$ cat src/rtl/seq_divider_16.sv
// Sequential restoring divider: one quotient bit per clock, MSB first.
// Divide-by-zero completes in one cycle with quotient all ones and remainder = dividend.
module seq_divider_16 #(
  parameter int unsigned WIDTH = 16
) (
  input  logic             clk,
  input  logic             rst_n,
  input  logic             start,
  input  logic [WIDTH-1:0] dividend,
  input  logic [WIDTH-1:0] divisor,
  output logic             busy,
  output logic             done,
  output logic [WIDTH-1:0] quotient,
  output logic [WIDTH-1:0] remainder,
  output logic             div0
);

  localparam int unsigned CW = $clog2(WIDTH + 1);

  typedef enum logic [1:0] {IDLE, BUSY, DONE} state_t;

  state_t           state, state_n;
  logic [WIDTH-1:0] rem_q, acc_q, dvs_q;
  logic [CW-1:0]    cnt;

  logic             accept, last, qbit;
  logic [WIDTH:0]   shifted, trial;
  logic [WIDTH-1:0] rem_n, acc_n;

  // Next state plus one restoring step; acc_q holds dividend bits, then quotient bits.
  always_comb begin
    state_n = state;
    accept  = 1'b0;
    last    = 1'b0;
    shifted = {rem_q, acc_q[WIDTH-1]};
    trial   = shifted - {1'b0, dvs_q};
    qbit    = ~trial[WIDTH];
    rem_n   = qbit ? trial[WIDTH-1:0] : shifted[WIDTH-1:0];
    acc_n   = {acc_q[WIDTH-2:0], qbit};
    case (state)
      IDLE, DONE: begin
        if (start) begin
          accept  = 1'b1;
          state_n = (divisor == '0) ? DONE : BUSY;
        end else begin
          state_n = IDLE;
        end
      end
      BUSY: begin
        if (cnt == CW'(1)) begin
          last    = 1'b1;
          state_n = DONE;
        end
      end
      default: state_n = IDLE;
    endcase
  end

  always_ff @(posedge clk) begin
    if (!rst_n) begin
      state     <= IDLE;
      busy      <= 1'b0;
      done      <= 1'b0;
      div0      <= 1'b0;
      quotient  <= '0;
      remainder <= '0;
      cnt       <= '0;
      rem_q     <= '0;
      acc_q     <= '0;
      dvs_q     <= '0;
    end else begin
      state <= state_n;
      busy  <= (state_n == BUSY);
      done  <= (state_n == DONE);
      if (accept) begin
        if (divisor == '0) begin
          quotient  <= '1;
          remainder <= dividend;
          div0      <= 1'b1;
          cnt       <= '0;
        end else begin
          acc_q <= dividend;
          dvs_q <= divisor;
          rem_q <= '0;
          cnt   <= CW'(WIDTH);
          div0  <= 1'b0;
        end
      end else if (state == BUSY) begin
        rem_q <= rem_n;
        acc_q <= acc_n;
        cnt   <= cnt - CW'(1);
        // Results only become visible on the final step, so outputs hold until then.
        if (last) begin
          quotient  <= acc_n;
          remainder <= rem_n;
        end
      end
    end
  end

endmodule

$ cat config.mk
export PLATFORM = sky130hd
export DESIGN_NAME = seq_divider_16
export DESIGN_NICKNAME = d
export VERILOG_FILES = /design/src/rtl/seq_divider_16.sv
export SDC_FILE = /design/constraint.sdc
export NUM_CORES = 1
export LEC_CHECK = 0
export ABC_CLOCK_PERIOD_IN_PS = 2800
export CAP_MARGIN = 20
export CORE_ASPECT_RATIO = 2
export CORE_UTILIZATION = 45
export CTS_BUF_LIST = sky130_fd_sc_hd__clkbuf_16
export CTS_CLUSTER_SIZE = 8
export DETAILED_ROUTE_END_ITERATION = 8
export PLACE_DENSITY = 0.73
export SLEW_MARGIN = 20
export SYNTH_ARGS = -nofsm -noshare
export SYNTH_HDL_FRONTEND = slang
export SYNTH_SLANG_ARGS = --single-unit
export TNS_END_PERCENT = 30
$ cat constraint.sdc
create_clock -name clk -period 2.8 [get_ports clk]
set_input_delay 0.84 -clock clk [delete_from_list [all_inputs] [get_ports clk]]
set_output_delay 0.84 -clock clk [all_outputs]
set_load 0.02 [all_outputs]
==> flow_metrics.py, run 1 <==
metrics = {
    "floorplanning": {
        "ioPinCount": 70,
        "rows": 51,
        "core_sq_um": 9760,
        "dieArea_sq_um": 10600,
        "initial_utilization_pct": 46.7,
        "die_y_um": 144,
        "dieWidth_um": 73.2,
    },
    "status": {
        "violations": "negative setup slack",
        "outcome": "complete, but fails checks",
    },
    "drt": {
        "vias": 4652,
        "first_iter_violations": 411,
        "topRoutingLayerUsed": "met4",
        "wirelength_met1_um": 4870,
        "wl_per_cell_um": 16.6,
        "viasPerCell": 5.83,
        "drt-total-wl_um": 13200,
        "drc": 0,
        "dr.pass1.iters": 6,
        "met3_length_um": 584,
        "postRouteAntennaNets": 0,
        "dr_wl_met2_um": 7180,
    },
    "synthesis": {
        "ys.flop_type": "dfxtp_1",
        "syn_nets": 630,
        "synth_edf_count": 0,
        "yosysSeqAreaShare_pct": 39.5,
        "synth_cell_types": 47,
        "avgSynthCellArea_sq_um": 7.92,
        "synth_seq_cells": 90,
        "yosysWarningCount": 0,
        "async_reset_ff_share_pct": 0,
        "synth_cells": 576,
        "synth_area_sq_um": 4560,
    },
    "clocking": {
        "tritoncts": "yes",
        "cts_sinks": 90,
        "clk_latency_ns": 0.35,
        "tritoncts.num_buffers": 9,
        "ctsHoldBuffers": 0,
        "clk_pin_slew_ns": 0.07,
        "root_buffer": "clkbuf_16",
        "clk_path_buf_depth": 2,
        "htree_num_levels": 3,
    },
    "global_routing": {
        "grt_max_degree": 36,
        "antenna_found_initial": 0,
        "grt_pass1_wl_um": 21100,
        "grtUsageTotal_pct": 26.0,
        "grt_pass1_vias": 4514,
        "grt_overflow": 0,
    },
    "final_layout": {
        "diodes": 0,
        "area_delta_synth_final_pct": 34.3,
        "final_nets": 715,
        "drive_gt1_share_pct": 14.3,
        "stdcell_count": 798,
    },
    "power_and_ir_drop": {
        "total_leakage_power_nw": 2.25,
        "max-vdd-ir-drop_v": 0.00101,
        "p_per_area_nw_per_um2": 1490,
    },
    "timing": {
        "worstMarginPinSlew_ns": 0.765,
        "worst_slack_ns": -0.0453,
        "period_needed_ns": 2.85,
        "post-route-period-util_pct": 102,
        "max_freq_ghz": 0.351,
        "finalHoldViolCount": 0,
        "holdWs_ns": 0.455,
        "rsz0062_at_grt": "yes",
        "finalSetupViolCount": 1,
        "worst_slew_margin_rel_pct": 48.8,
        "drv_slew": 0,
        "fin_worst_skew_ns": 0.00611,
    },
    "placed_design": {
        "hpwlAfterDp_um": 9560,
        "portBuffers": 69,
        "place_inst": 777,
        "place_congestion": 0.910,
    },
    "setup_path": {
        "crit_path_end_kind": "register",
        "path_delay_family": "compound AO/OA/AOI/OAI gates",
        "slowest_stage": "a221oi_1",
        "path_max_fanout": 6,
        "cp_cell_sequence": "inv_1 -> ha_1 -> a21oi_1 -> o21ai_0 -> a221oi_1 -> buf_4 -> o21ai_2 -> xor2_4 -> buf_6 -> buf_16 -> mux2i_4 -> a311oi_1",
        "critPathRequiredTime_ns": 3.04,
        "startpoint_type": "register",
        "arrival_ns": 3.09,
        "cp_num_buf_inv": 4,
        "critPathKind": "register to register",
        "slowest_delay_ns": 0.41,
    },
    "job": {
        "maxCapViolCount": 0,
    },
    "worst_hold_path": {
        "hp-class": "register to register",
    },
}
stage by stage:
step | worst slack, ns | area (sq um) | util, % | setup TNS [ns] | total power, W
floorplan | 0.0885 | 4560 | - | 0 | 0.00459
global route | -0.0393 | 6130 | 62.8 | -0.320 | 0.00949
finish | -0.0453 | 6130 | 62.8 | -0.0453 | 0.00910
detailed placement | -0.0997 | 5610 | 57.4 | -2.30 | 0.00591
global placement | -0.0603 | 5610 | 57.4 | -0.998 | 0.00579
CTS | -0.0407 | 6050 | 62.0 | -0.421 | 0.00846
cells in the mapped netlist (7+ instances only):
cell type	number	share of area, %
nand2_1	106	8.7
dfxtp_1	90	39
a21oi_1	55	6.0
o21ai_0	40	4.4
clkbuf_1	37	3.0
nor2_1	33	2.7
nand3_1	26	2.9
inv_1	24	2.0
a31oi_1	23	3.2
a311oi_1	22	4.2
ha_1	18	4.9
mux2i_1	14	3.1
o211ai_1	12	2.0
nand2b_1	7	0.96
xnor2_1	7	1.3
sequential cells by signal (all words and copies together) (netlist names), 2 cells and up:
signal,cells
rem_q,16
acc_q,16
state,2
remainder,16
dvs_q,16
quotient,16
cnt,5
logic make-up (layout without fill, tap and decap cells):
group | Yosys count | in the layout | synth area share, %
AND/OR/NAND/NOR | 197 | 197 | 18.9
AO/OA/AOI/OAI | 177 | 177 | 24.5
flip-flops | 90 | 90 | 39.5
buffers and inverters | 65 | 155 | 5.59
adder cells (fa/ha/maj) | 19 | 19 | 5.37
XOR/XNOR | 14 | 14 | 3.10
multiplexers | 14 | 14 | 3.07
layout by cell type (no fill, tap or decap), types with 12 or more instances in the layout:
cell / n
nand2_1: 106
dfxtp_1: 89
clkdlybuf4s50_1: 69
a21oi_1: 52
o21ai_0: 39
buf_4: 38
nor2_1: 33
nand3_1: 26
inv_1: 23
a31oi_1: 23
a311oi_1: 20
ha_1: 17
o211ai_1: 12
worst paths after layout:
kind,startpoint,slack [ns],cells past startpoint,end
max,dvs_q[9]$_SDFFE_PN0P_,-0.05,12,remainder[4]$_SDFFE_PN0P_
min,dvs_q[8]$_SDFFE_PN0P_,0.46,2,dvs_q[8]$_SDFFE_PN0P_
max reg2reg,dvs_q[9]$_SDFFE_PN0P_,-0.05,12,remainder[4]$_SDFFE_PN0P_
min reg2reg,dvs_q[8]$_SDFFE_PN0P_,0.46,2,dvs_q[8]$_SDFFE_PN0P_
area by class of cell:
class	instances	area [sq um]
Timing Repair Buffer	115	1120
Clock inverter	7	52.6
Tap cell	132	165
Fill cell	846	3630
Sequential cell	90	1800
Clock buffer	9	225
Multi-Input combinational cell	421	2670
Inverter	24	90.1
worst register-to-register path, delay by kind of cell, from the launching register on:
kind / cells / cell delay, ns
buffers and inverters: 4 / 0.53
DFF: 1 / 0.33
muxes: 1 / 0.18
adders and majority gates: 1 / 0.28
AOI/OAI and AO/OA: 5 / 1.25
xor gates and xnor gates: 1 / 0.18
metal layers:
layer,global-route usage [%],up-vias
met1,26.1,2187
met4,15.6,0
met3,3.90,53
met2,48.7,193
met5,0,-
li1,-,2219
repair_timing:
action,in CTS,in global routing
gates cloned,2,1
resized for setup,20,16
buffers inserted,2,1
pin swaps,7,10
endpoints found under the setup margin,12,32
power by group:
part | internal [W] | total (W) | switching [W] | leakage (nW)
logic | 0.00323 | 0.00628 | 0.00305 | 1.38
registers | 0.00148 | 0.00168 | 0.000204 | 0.735
clock network | 0.000608 | 0.00114 | 0.000534 | 0.136
total | 0.00532 | 0.00910 | 0.00378 | 2.25
(Power assumes the default switching activity.)
==> inputs of run 2 (changes only) <==
- CTS_CLUSTER_SIZE: 8 -> 28
==> results of run 2 <==
Final layout, timing and power as in run 1 (identical DEF).
==> inputs of run 3 (changes only) <==
- CAP_MARGIN: 20 -> 10
==> results of run 3 <==
Final layout, timing and power as in run 1 (identical DEF).
